$ cat src/rtl/alu_pkg.sv
// Shared ALU opcodes, multiply/divide sequencer state encoding and datapath width.
package alu_pkg;
  localparam int XLEN = 32;

  localparam logic [3:0] ALU_AND = 4'b0000;
  localparam logic [3:0] ALU_OR  = 4'b0001;
  localparam logic [3:0] ALU_ADD = 4'b0010;
  localparam logic [3:0] ALU_SUB = 4'b0110;
  localparam logic [3:0] ALU_SLT = 4'b0111;
  localparam logic [3:0] ALU_NOR = 4'b1100;

  typedef enum logic [1:0] {
    MDU_IDLE = 2'd0,
    MDU_RUN  = 2'd1,
    MDU_FIN  = 2'd2
  } mdu_state_e;
endpackage

$ cat src/rtl/alu_mdu_seq_if.sv
// Request/response bundle between the decoder side and the MULTU/DIVU sequencer.
interface alu_mdu_seq_if;
  import alu_pkg::*;

  logic            start;
  logic            op_div;
  logic [XLEN-1:0] rs_val;
  logic [XLEN-1:0] rt_val;
  logic            busy;
  logic            done;
  logic [XLEN-1:0] hi;
  logic [XLEN-1:0] lo;
  logic            div_by_zero;

  modport master (
    output start, op_div, rs_val, rt_val,
    input  busy, done, hi, lo, div_by_zero
  );

  modport slave (
    input  start, op_div, rs_val, rt_val,
    output busy, done, hi, lo, div_by_zero
  );
endinterface

$ cat src/rtl/mdu_shift_step.sv
// One shift-add (MULTU) or restoring-subtract (DIVU) iteration around the shared ALU.
module mdu_shift_step
  import alu_pkg::*;
(
  input  logic            op_div,
  input  logic [XLEN-1:0] hw,
  input  logic [XLEN-1:0] lo,
  input  logic [XLEN-1:0] opnd,
  input  logic [XLEN-1:0] alu_out,
  output logic [XLEN-1:0] alu_a,
  output logic [XLEN-1:0] alu_b,
  output logic [3:0]      alu_opcode,
  output logic [XLEN-1:0] hw_n,
  output logic [XLEN-1:0] lo_n
);
  logic [XLEN-1:0] sh;
  logic            top;

  assign sh  = {hw[XLEN-2:0], lo[XLEN-1]};
  assign top = hw[XLEN-1];

  always_comb begin
    alu_a      = hw;
    alu_b      = lo[0] ? opnd : '0;
    alu_opcode = ALU_ADD;
    if (op_div) begin
      alu_a      = sh;
      alu_b      = opnd;
      alu_opcode = ALU_SUB;
    end
  end

  // The bit shifted out of the partial remainder means sh is already >= divisor.
  always_comb begin
    logic q;
    logic carry;
    q     = top | (sh >= opnd);
    carry = (alu_out < hw);
    hw_n  = {carry, alu_out[XLEN-1:1]};
    lo_n  = {alu_out[0], lo[XLEN-1:1]};
    if (op_div) begin
      hw_n = q ? alu_out : sh;
      lo_n = {lo[XLEN-2:0], q};
    end
  end
endmodule

$ cat src/rtl/alu_mdu_seq.sv
// MULTU/DIVU sequencer iterating the shared ALU; writes HI/LO on completion.
// Optional multiply early termination when built with MDU_EARLY_TERM_EN.
module alu_mdu_seq
  import alu_pkg::*;
#(
  parameter int CNT_W = 6
) (
  input  logic            clk,
  input  logic            rst_n,
  alu_mdu_seq_if.slave    mdu,
  output logic            alu_sel,
  output logic [XLEN-1:0] alu_a,
  output logic [XLEN-1:0] alu_b,
  output logic [3:0]      alu_opcode,
  input  logic [XLEN-1:0] alu_out
);
  localparam logic [CNT_W-1:0] LAST_CNT = CNT_W'(XLEN - 1);

  mdu_state_e      state;
  logic [CNT_W-1:0] cnt;
  logic            is_div;
  logic            busy;
  logic            done;
  logic            dbz;
  logic [XLEN-1:0] hi;
  logic [XLEN-1:0] lo;
  logic [XLEN-1:0] hw;
  logic [XLEN-1:0] opnd;

  logic [XLEN-1:0] step_a;
  logic [XLEN-1:0] step_b;
  logic [3:0]      step_op;
  logic [XLEN-1:0] hw_n;
  logic [XLEN-1:0] lo_n;
  logic [XLEN-1:0] hw_t;
  logic [XLEN-1:0] lo_t;
  logic            last;
  logic            run;

  mdu_shift_step u_step (
    .op_div     (is_div),
    .hw         (hw),
    .lo         (lo),
    .opnd       (opnd),
    .alu_out    (alu_out),
    .alu_a      (step_a),
    .alu_b      (step_b),
    .alu_opcode (step_op),
    .hw_n       (hw_n),
    .lo_n       (lo_n)
  );

  assign run        = (state == MDU_RUN);
  assign alu_a      = run ? step_a : '0;
  assign alu_b      = run ? step_b : '0;
  assign alu_opcode = run ? step_op : ALU_ADD;

`ifdef MDU_EARLY_TERM_EN
  localparam logic [XLEN-1:0] LOW_MASK = {1'b0, {(XLEN-1){1'b1}}};
  logic [CNT_W-1:0] shamt;
  logic             early;

  // Remaining iterations would only add zero, so shift them out in one go.
  assign shamt        = LAST_CNT - cnt;
  assign early        = !is_div && ((lo_n & (LOW_MASK >> cnt)) == '0);
  assign {hw_t, lo_t} = {hw_n, lo_n} >> shamt;
  assign last         = (cnt == LAST_CNT) || early;
`else
  assign hw_t = hw_n;
  assign lo_t = lo_n;
  assign last = (cnt == LAST_CNT);
`endif

  assign mdu.busy        = busy;
  assign mdu.done        = done;
  assign mdu.hi          = hi;
  assign mdu.lo          = lo;
  assign mdu.div_by_zero = dbz;

  // HI is written on entry to FIN so it is already valid while done is high.
  always_ff @(posedge clk or negedge rst_n) begin
    if (!rst_n) begin
      state   <= MDU_IDLE;
      cnt     <= '0;
      is_div  <= 1'b0;
      busy    <= 1'b0;
      done    <= 1'b0;
      alu_sel <= 1'b0;
      dbz     <= 1'b0;
      hi      <= '0;
      lo      <= '0;
    end else begin
      done <= 1'b0;
      case (state)
        MDU_IDLE: begin
          if (mdu.start) begin
            is_div <= mdu.op_div;
            cnt    <= '0;
            busy   <= 1'b1;
            dbz    <= 1'b0;
            if (mdu.op_div && (mdu.rt_val == '0)) begin
              state <= MDU_FIN;
              done  <= 1'b1;
              dbz   <= 1'b1;
              hi    <= mdu.rs_val;
              lo    <= '1;
            end else begin
              state   <= MDU_RUN;
              alu_sel <= 1'b1;
              lo      <= mdu.op_div ? mdu.rs_val : mdu.rt_val;
            end
          end
        end
        MDU_RUN: begin
          lo  <= lo_t;
          cnt <= cnt + 1'b1;
          if (last) begin
            state   <= MDU_FIN;
            alu_sel <= 1'b0;
            done    <= 1'b1;
            hi      <= hw_t;
          end
        end
        MDU_FIN: begin
          state <= MDU_IDLE;
          busy  <= 1'b0;
        end
        default: state <= MDU_IDLE;
      endcase
    end
  end

  always_ff @(posedge clk) begin
    if (state == MDU_IDLE && mdu.start) begin
      hw   <= '0;
      opnd <= mdu.op_div ? mdu.rt_val : mdu.rs_val;
    end else if (run) begin
      hw <= hw_t;
    end
  end
endmodule

$ cat src/flat_wrapper.sv
// flat-port wrapper written by rule: the top's interface ports become plain ports
module alu_mdu_seq_flat import alu_pkg::*;
#(
  parameter int CNT_W = 6
)
  (clk, rst_n, alu_sel, alu_a, alu_b, alu_opcode, alu_out, mdu_start, mdu_op_div, mdu_rs_val, mdu_rt_val, mdu_busy, mdu_done, mdu_hi, mdu_lo, mdu_div_by_zero);
  alu_mdu_seq_if mdu_i ();
  input  logic clk;
  input  logic rst_n;
  output logic alu_sel;
  output logic [XLEN-1:0] alu_a;
  output logic [XLEN-1:0] alu_b;
  output logic [3:0] alu_opcode;
  input  logic [XLEN-1:0] alu_out;
  input wire logic [$bits(mdu_i.start)-1:0] mdu_start;
  input wire logic [$bits(mdu_i.op_div)-1:0] mdu_op_div;
  input wire logic [$bits(mdu_i.rs_val)-1:0] mdu_rs_val;
  input wire logic [$bits(mdu_i.rt_val)-1:0] mdu_rt_val;
  output wire logic [$bits(mdu_i.busy)-1:0] mdu_busy;
  output wire logic [$bits(mdu_i.done)-1:0] mdu_done;
  output wire logic [$bits(mdu_i.hi)-1:0] mdu_hi;
  output wire logic [$bits(mdu_i.lo)-1:0] mdu_lo;
  output wire logic [$bits(mdu_i.div_by_zero)-1:0] mdu_div_by_zero;
  assign mdu_i.start = mdu_start;
  assign mdu_i.op_div = mdu_op_div;
  assign mdu_i.rs_val = mdu_rs_val;
  assign mdu_i.rt_val = mdu_rt_val;
  assign mdu_busy = mdu_i.busy;
  assign mdu_done = mdu_i.done;
  assign mdu_hi = mdu_i.hi;
  assign mdu_lo = mdu_i.lo;
  assign mdu_div_by_zero = mdu_i.div_by_zero;
  alu_mdu_seq #(.CNT_W(CNT_W)) u_core (.clk(clk), .rst_n(rst_n), .mdu(mdu_i), .alu_sel(alu_sel), .alu_a(alu_a), .alu_b(alu_b), .alu_opcode(alu_opcode), .alu_out(alu_out));
endmodule
$ cat config.mk
export PLATFORM = sky130hd
export DESIGN_NAME = alu_mdu_seq_flat
export DESIGN_NICKNAME = d
export VERILOG_FILES = /design/src/rtl/alu_pkg.sv /design/src/rtl/alu_mdu_seq_if.sv /design/src/rtl/mdu_shift_step.sv /design/src/rtl/alu_mdu_seq.sv /design/src/flat_wrapper.sv
export SDC_FILE = /design/constraint.sdc
export NUM_CORES = 1
export LEC_CHECK = 0
export CAP_MARGIN = 5
export CELL_PAD_IN_SITES_DETAIL_PLACEMENT = 1
export CELL_PAD_IN_SITES_GLOBAL_PLACEMENT = 2
export CORE_MARGIN = 2
export CORE_UTILIZATION = 33
export DETAILED_ROUTE_END_ITERATION = 8
export GPL_ROUTABILITY_DRIVEN = 0
export GPL_TIMING_DRIVEN = 0
export PLACE_DENSITY_LB_ADDON = 0.1
export SLEW_MARGIN = 20
export SYNTH_ARGS = -nofsm -noshare
export SYNTH_HDL_FRONTEND = slang
export SYNTH_SLANG_ARGS = --single-unit
$ cat constraint.sdc
create_clock -name clk -period 3.8 [get_ports clk]
set_input_delay 0.57 -clock clk [delete_from_list [all_inputs] [get_ports clk]]
set_output_delay 0.57 -clock clk [all_outputs]
set_load 0.03 [all_outputs]
==> impl_results.md, run 1 <==
* Area of the core at around 30000 µm²
* Setup violations, final at 0
* Cells after Synth at 1104
* Synth top area cells: dfrtp_1, edfxtp_1, mux2i_1
* First-pass GRT wire length at 63.12 mm
* Slew Limit Fails at 0
* Final TNS setup at 0 ns
* CP Capture Type: output pin
* LEAKAGE at about 6 nW
* Drt wl/cell at 24.09 µm
* Share of cells above drive strength 1 at 0.09635
* Clock tree buffer depth at 2
* Routed Antenna Nets at 0
* Final WS setup at 0.1801 ns
* Initial antenna violation count at 0
* Worst slack at placement at between 0.015 and 0.02 ns
* Clock Latency Late Sink at roughly 0.44 ns
* GRT Resource Usage Total at 0.2711
* Arrival time worst endpoint at 3.05 ns
* RSZ-0062 raised after global routing: false
* CP startpoint: u_core.state[1]
* Yosys warning count at 0
* Router iterations before antenna repair at 6
* Synth cell types at between 50 and 60
* Hpwl dp at around 34 mm
* 1st-iter DRT viols at between 500 and 600
* DRC at 0
* HP Class: in2async
* R2R cell count at 10
* MaxCap Viol Count at 0
* # diodes at 0
* Clk_skew at 0.01400 ns
* CTS tree: yes
* Final hold vios at 0
* Final nets at about 1500
* Setup crit start kind: register
* TritonCTS buffer count at 17
* Clk slew on worst S/H paths at ~0.06 ns
* Synth area leader: dfrtp_1
* Max Clock Freq at about 280 MHz
* Via count at ~10000
* Fillers at about 3500
* Reg-to-reg endpoint: u_core.mdu.hi[1]
* Asr flop ratio synth at 0.5461
* Syn Area/Cell at between 8 and 9 µm²
* Die width at roughly 180 µm
* Via/cell ratio at roughly 5.5
* Vias in the first global route at 10140
* Final wirelength at about 42 mm
* Slew headroom at 0.4612
* Syn-to-layout area delta at 35.43%
* Initial Utilization at 0.3350
* Synth cell count leaders: nand2_1, inv_1, mux2i_1
* Critical path type: reg2out
* DIE AREA at 31490 µm²
* Maximum vdd drop at 0.3584 mV
* Post-CTS setup buffer count at 0
* Post-synthesis sequential area ratio at 0.3553
* WP data required at about 3.2 ns
* Total grt overflow at 0
* Clock Sinks at between 100 and 150
* Post-synth top flop: dfrtp_1
* Yosys reg bits at roughly 140
* Largest net degree at the start of global routing at 40
* CP Capture Point: alu_b[2]
* Setup slack, reg-to-reg at roughly 0.84 ns
* Row count at 63
* PD cells at about 860 nW/µm²
* CTS Hold Bufs at 0
* I/O Buffers at roughly 230
* R2r startpoint: u_core.mdu.lo[31]
* CTS root buffer: clkbuf_16
* Number of synthesized flops with an enable pin at 32
* Least-Margin Pin Slew at between 0.8 and 0.9 ns
* Share of the synthesized area in the top cell type at 0.1941
* Status: completed
* CTS H-tree lvls at 4
* # IOs at 236
* Minimum clock period at 3.620 ns
* Crit path max fanout at 10
* Die height at roughly 180 µm
* Most frequent cell after synthesis: nand2_1
* Period utilisation layout at 0.9526
* Mapped cell area at between 9000 and 10000 µm²
==> stage by stage <==
stage | utilization | hold slack (ns) | cell area, µm² | total power, mW | std cells
2_1_floorplan | - | 0.2744 | 9933 | 6.817 | 1105
3_3_place_gp | 0.4300 | 0.4715 | 12740 | 9.608 | 1727
3_5_place_dp | 0.4319 | 0.4710 | 12800 | 9.721 | 1729
4_1_cts | 0.4536 | 0.06169 | 13440 | 11.58 | 1761
5_1_grt | 0.4537 | 0.06602 | 13450 | 12.22 | 1760
6_report | 0.4537 | 0.05387 | 13450 | 11.53 | 1760
==> metal layers <==
layer,part of all wire,wire length (µm),vias up,track usage
met5,0,0,-,0
met4,0.016,692,0,0.06660
met3,0.053,2242,45,0.05034
met2,0.47,19910,283,0.4438
met1,0.46,19550,4872,0.3682
li1,-,-,4513,-
==> layout by cell type, fill, tap and decap left out, types with 13 or more instances in the layout <==
cell             instances
a211o_1                 31
a21oi_1                 57
and3_1                  32
buf_2                   18
clkbuf_1                40
clkbuf_16               17
clkdlybuf4s50_1        227
dfrtp_1                 77
dfxtp_1                 32
edfxtp_1                32
ha_1                    64
inv_1                   96
mux2_2                  33
mux2i_1                 95
nand2_1                 99
nand2b_1                23
nor2_1                  46
nor3_1                  29
o211a_1                 28
o21ai_0                 74
o21ai_1                 53
o221ai_1                32
o31ai_2                 13
==> critical path, cell delays in order (launching register included) <==
cell and delay, ns:
dfrtp_1 0.40, inv_1 0.09, nand2_1 0.14, clkbuf_1 0.27, clkbuf_2 0.30, clkbuf_2 0.29, nor3_1 0.37, clkdlybuf4s50_1 0.74
==> registers in the layout (all words and copies together) (netlist names) <==
register and cells:
u_core.alu_sel 1, u_core.cnt 6, u_core.is_div 1, u_core.opnd 32, u_core.mdu.done 1, u_core.mdu.div_by_zero 1
u_core.mdu.hi 32, u_core.state 2, u_core.mdu.lo 32, u_core.hw 32, u_core.mdu.busy 1
==> final cells by class <==
cell class | instances | area (µm²) | share of cell area
plain buffers | 84 | 407.9 | 0.03033
clock buffers | 18 | 429.2 | 0.03191
clock inverters | 14 | 183.9 | 0.01368
inverters | 98 | 367.9 | 0.02735
multi-input cells | 781 | 5665 | 0.4213
flip-flops and latches | 141 | 3528 | 0.2624
well taps | 390 | 488.0 | 0.03629
repair buffers | 234 | 2377 | 0.1768
==> worst min-delay path by stage <==
stage	start	to	slack (ns)
after global routing	rst_n	u_core.mdu.hi[9]	0.07
after CTS	rst_n	u_core.mdu.hi[9]	0.06
final	rst_n	u_core.mdu.hi[8]	0.05
after detailed placement	u_core.mdu.div_by_zero	u_core.mdu.div_by_zero	0.47
after global placement	u_core.mdu.div_by_zero	u_core.mdu.div_by_zero	0.47
after floorplan	rst_n	u_core.alu_sel	0.27
==> power by group <==
group	switching (mW)	internal [mW]	total, mW
registers	0.657	2.05	2.70
clock network	0.763	1.05	1.81
logic	4.28	2.73	7.01
total	5.70	5.83	11.5
==> logic make-up after synthesis <==
family | after synthesis | synth area share
simple gates | 266 | 0.1302
compound gates | 319 | 0.2235
flops | 141 | 0.3553
xor+xnor | 1 | 0.0008822
other cells | 2 | 0.0007563
fa+ha+maj | 64 | 0.08065
buf+inv | 183 | 0.07548
mux | 128 | 0.1332
==> what timing repair did <==
item	CTS	global route
resized for setup	15	11
pin swaps	0	0
setup endpoints to repair	55	42
Note: power is estimated with default switching activity, not from simulation.
==> inputs of run 2 (changes only) <==
- TNS_END_PERCENT: default -> 5
==> run 2 against run 1 <==
Effect of this change:
- flip-flop and latch count unchanged
- register-to-register slack got worse by 0.02 ns
- clock power about the same
- fmax decreased by 3.4%
- total power about the same
- die area unchanged
- global-route usage unchanged
- clock-buffer cell count unchanged
- sequential power about the same
- non-clock buffer count increased by 1
- critical path type unchanged
- highest routed layer unchanged
==> impl_results.md, run 2 (synthesis gave the netlist of run 1 again) <==
* CTS tree: yes
* Clock Sinks at 141 (unchanged)
* Multi-input gate area at 5655 µm² (-0.18%)
* Slew Limit Fails at 0 (unchanged)
* Via/cell ratio at 5.526 (+0.13%)
* Setup slack, reg-to-reg at 0.82 ns (-0.02 ns)
* Crit path max-delay cell type: clkdlybuf4s50_1
* Area of the core at 29640 µm² (unchanged)
* Critical Path Max Stage Delay at 0.74 ns (about the same)
* Dpl cell area at 12800 µm² (unchanged)
* Slew headroom at 0.4485 (-0.01267)
* Largest net degree at the start of global routing at 40 (unchanged)
* Cell breakdown of the critical path: inv_1, nand2_1, clkbuf_1, clkbuf_1, clkbuf_2, nor3_1, clkdlybuf4s50_1
* Setup violations, final at 0 (unchanged)
* # diodes at 0 (unchanged)
* Initial antenna violation count at 0 (unchanged)
* Final wirelength at 42.37 mm (about the same)
* 1st-iter DRT viols at 591 (+0.17%)
* Share of cells above drive strength 1 at 0.09409 (-0.002258)
* Vias in the first global route at 10140 (unchanged)
* Arrival time worst endpoint at 3.18 ns (+0.13 ns)
* Minimum clock period at 3.747 ns (+0.1274 ns)
* Die width at 177.5 µm (unchanged)
* Hpwl dp at 33.70 mm (unchanged)
* R2r startpoint: u_core.mdu.lo[31]
* I/O Buffers at 232 (unchanged)
* PD cells at 858.2 nW/µm² (+0.12%)
* Final hold vios at 0 (unchanged)
* GRT Resource Usage Total at 0.2711 (unchanged)
* WP data required at 3.23 ns (about the same)
* Setup crit start kind: register
* MaxCap Viol Count at 0 (unchanged)
* CTS H-tree lvls at 4 (unchanged)
* Design area at 13440 µm² (about the same)
* First-pass GRT wire length at 63.13 mm (about the same)
* Clk slew on worst S/H paths at 0.06 ns (about the same)
* Router iterations before antenna repair at 5 (-1)
* CTS Hold Bufs at 0 (unchanged)
* Via count at 9731 (+0.19%)
* Total power at 11.53 mW (about the same)
* Clock tree buffer depth at 2 (unchanged)
* Most common cell after layout, fill and taps aside: clkdlybuf4s50_1
* Syn-to-layout area delta at 35.34% (about the same)
* Critical path type: reg2out
* CTS root buffer: clkbuf_16
* CP Capture Type: output pin
* R2R cell count at 10 (unchanged)
* Most used cell along the critical path: clkbuf_1
* LEAKAGE at 6.023 nW (about the same)
* TritonCTS buffer count at 17 (unchanged)
* Maximum vdd drop at 0.3584 mV (about the same)
* Crit path max fanout at 10 (unchanged)
* # IOs at 236 (unchanged)
* Initial Utilization at 0.3350 (unchanged)
* CP Buf/Inv Count at 5 (unchanged)
* Fillers at 3450 (-0.029%)
* Max Clock Freq at 266.9 MHz (-3.4%)
* Final nets at 1522 (+0.066%)
* Clk_skew at 0.01469 ns (+0.0006922 ns)
* HP Class: in2async
* DIE AREA at 31490 µm² (unchanged)
* DRC at 0 (unchanged)
* Die height at 177.5 µm (unchanged)
* Total grt overflow at 0 (unchanged)
* Delay-heaviest family, CP: buffers and inverters
* Final TNS setup at 0 ns (unchanged)
* Least-Margin Pin Slew at 0.8272 ns (+0.01900 ns)
* RSZ-0062 raised after global routing: true
* Routed Antenna Nets at 0 (unchanged)
* Reg-to-reg endpoint: u_core.mdu.hi[5]
* Row count at 63 (unchanged)
* Period utilisation layout at 0.9862 (+0.03354)
* Most frequent cells in the layout: clkdlybuf4s50_1, nand2_1, inv_1
* Drt wl/cell at 24.06 µm (-0.11%)
* Clock Latency Late Sink at 0.44 ns (about the same)
* Status: completed
* Register area at 3528 µm² (unchanged)
[run 2: changes by cell type in the layout (fill, tap and decap cells not counted), sizes merged]
cell / delta
clkbuf: +1
dlymetal6s2s: +1
clkdlybuf4s50: +1
clkdlybuf4s15: -1
dlygate4sd2: -2
buf: +1
[run 2: area by class of cell]
class                           count  area share
Buffer                             85     0.03007
Clock buffer                       18     0.03193
Clock inverter                     14     0.01369
Inverter                           98     0.02737
Multi-Input combinational cell    781      0.4208
Sequential cell                   141      0.2625
Tap cell                          390     0.03631
Timing Repair Buffer              234      0.1773
[run 2: worst reg2reg max path: cells and delay by family (launching register included)]
kind	cells	cell delay (ns)
AO/OA/AOI/OAI	6	1.31
adder cells (fa/ha/maj)	1	0.32
buffers and inverters	2	0.53
flip-flops	1	0.55
AND/OR/NAND/NOR	1	0.15
[run 2: power by group]
group / switching (mW) / internal [mW] / leakage, nW / total, mW
logic: 4.30 / 2.74 / 4.17 / 7.04
registers: 0.638 / 2.05 / 1.56 / 2.68
clock network: 0.763 / 1.05 / 0.292 / 1.81
[run 2: worst max-delay path by stage]
stage	startpoint	end	slack [ns]	depth (start not counted)
6_report	u_core.state[1]	alu_b[1]	0.05	7
3_3_place_gp	rst_n	u_core.alu_sel	-1.37	1
3_5_place_dp	u_core.is_div	alu_a[2]	0.02	6
5_1_grt	u_core.state[1]	alu_b[12]	-0.02	7
4_1_cts	u_core.state[1]	alu_b[18]	-0.04	7
2_1_floorplan	mdu_start	u_core.opnd[0]	1.09	4
[run 2: timing repair]
action / CTS / global route
setup endpoints to repair: 55 / 44
pin swaps: 0 / 0
setup buffers: 0 / 0
resized for setup: 11 / 12
[run 2: metal layers]
| layer | global-route usage | up-vias | wire length, µm |
|---|---|---|---|
| met3 | 0.05034 | 49 | 2095 |
| met1 | 0.3685 | 4901 | 19720 |
| met4 | 0.06660 | 0 | 716 |
| met5 | 0 | - | 0 |
| li1 | - | 4511 | - |
| met2 | 0.4435 | 270 | 19840 |
[run 2: through the flow]
step	worst slack, ns	util	hold WS [ns]	instances
after floorplan	1.093	-	0.2744	1105
after global placement	-1.371	0.4300	0.4715	1727
after detailed placement	0.01731	0.4319	0.4710	1729
after CTS	-0.04468	0.4533	0.06169	1761
after global routing	-0.01837	0.4534	0.06602	1761
final	0.05262	0.4534	0.05475	1761
==> inputs of run 3 (changes only) <==
- CTS_CLUSTER_SIZE: default -> 20
==> results of run 3 <==
No change in the layout: final DEF, timing and power equal those of run 2.
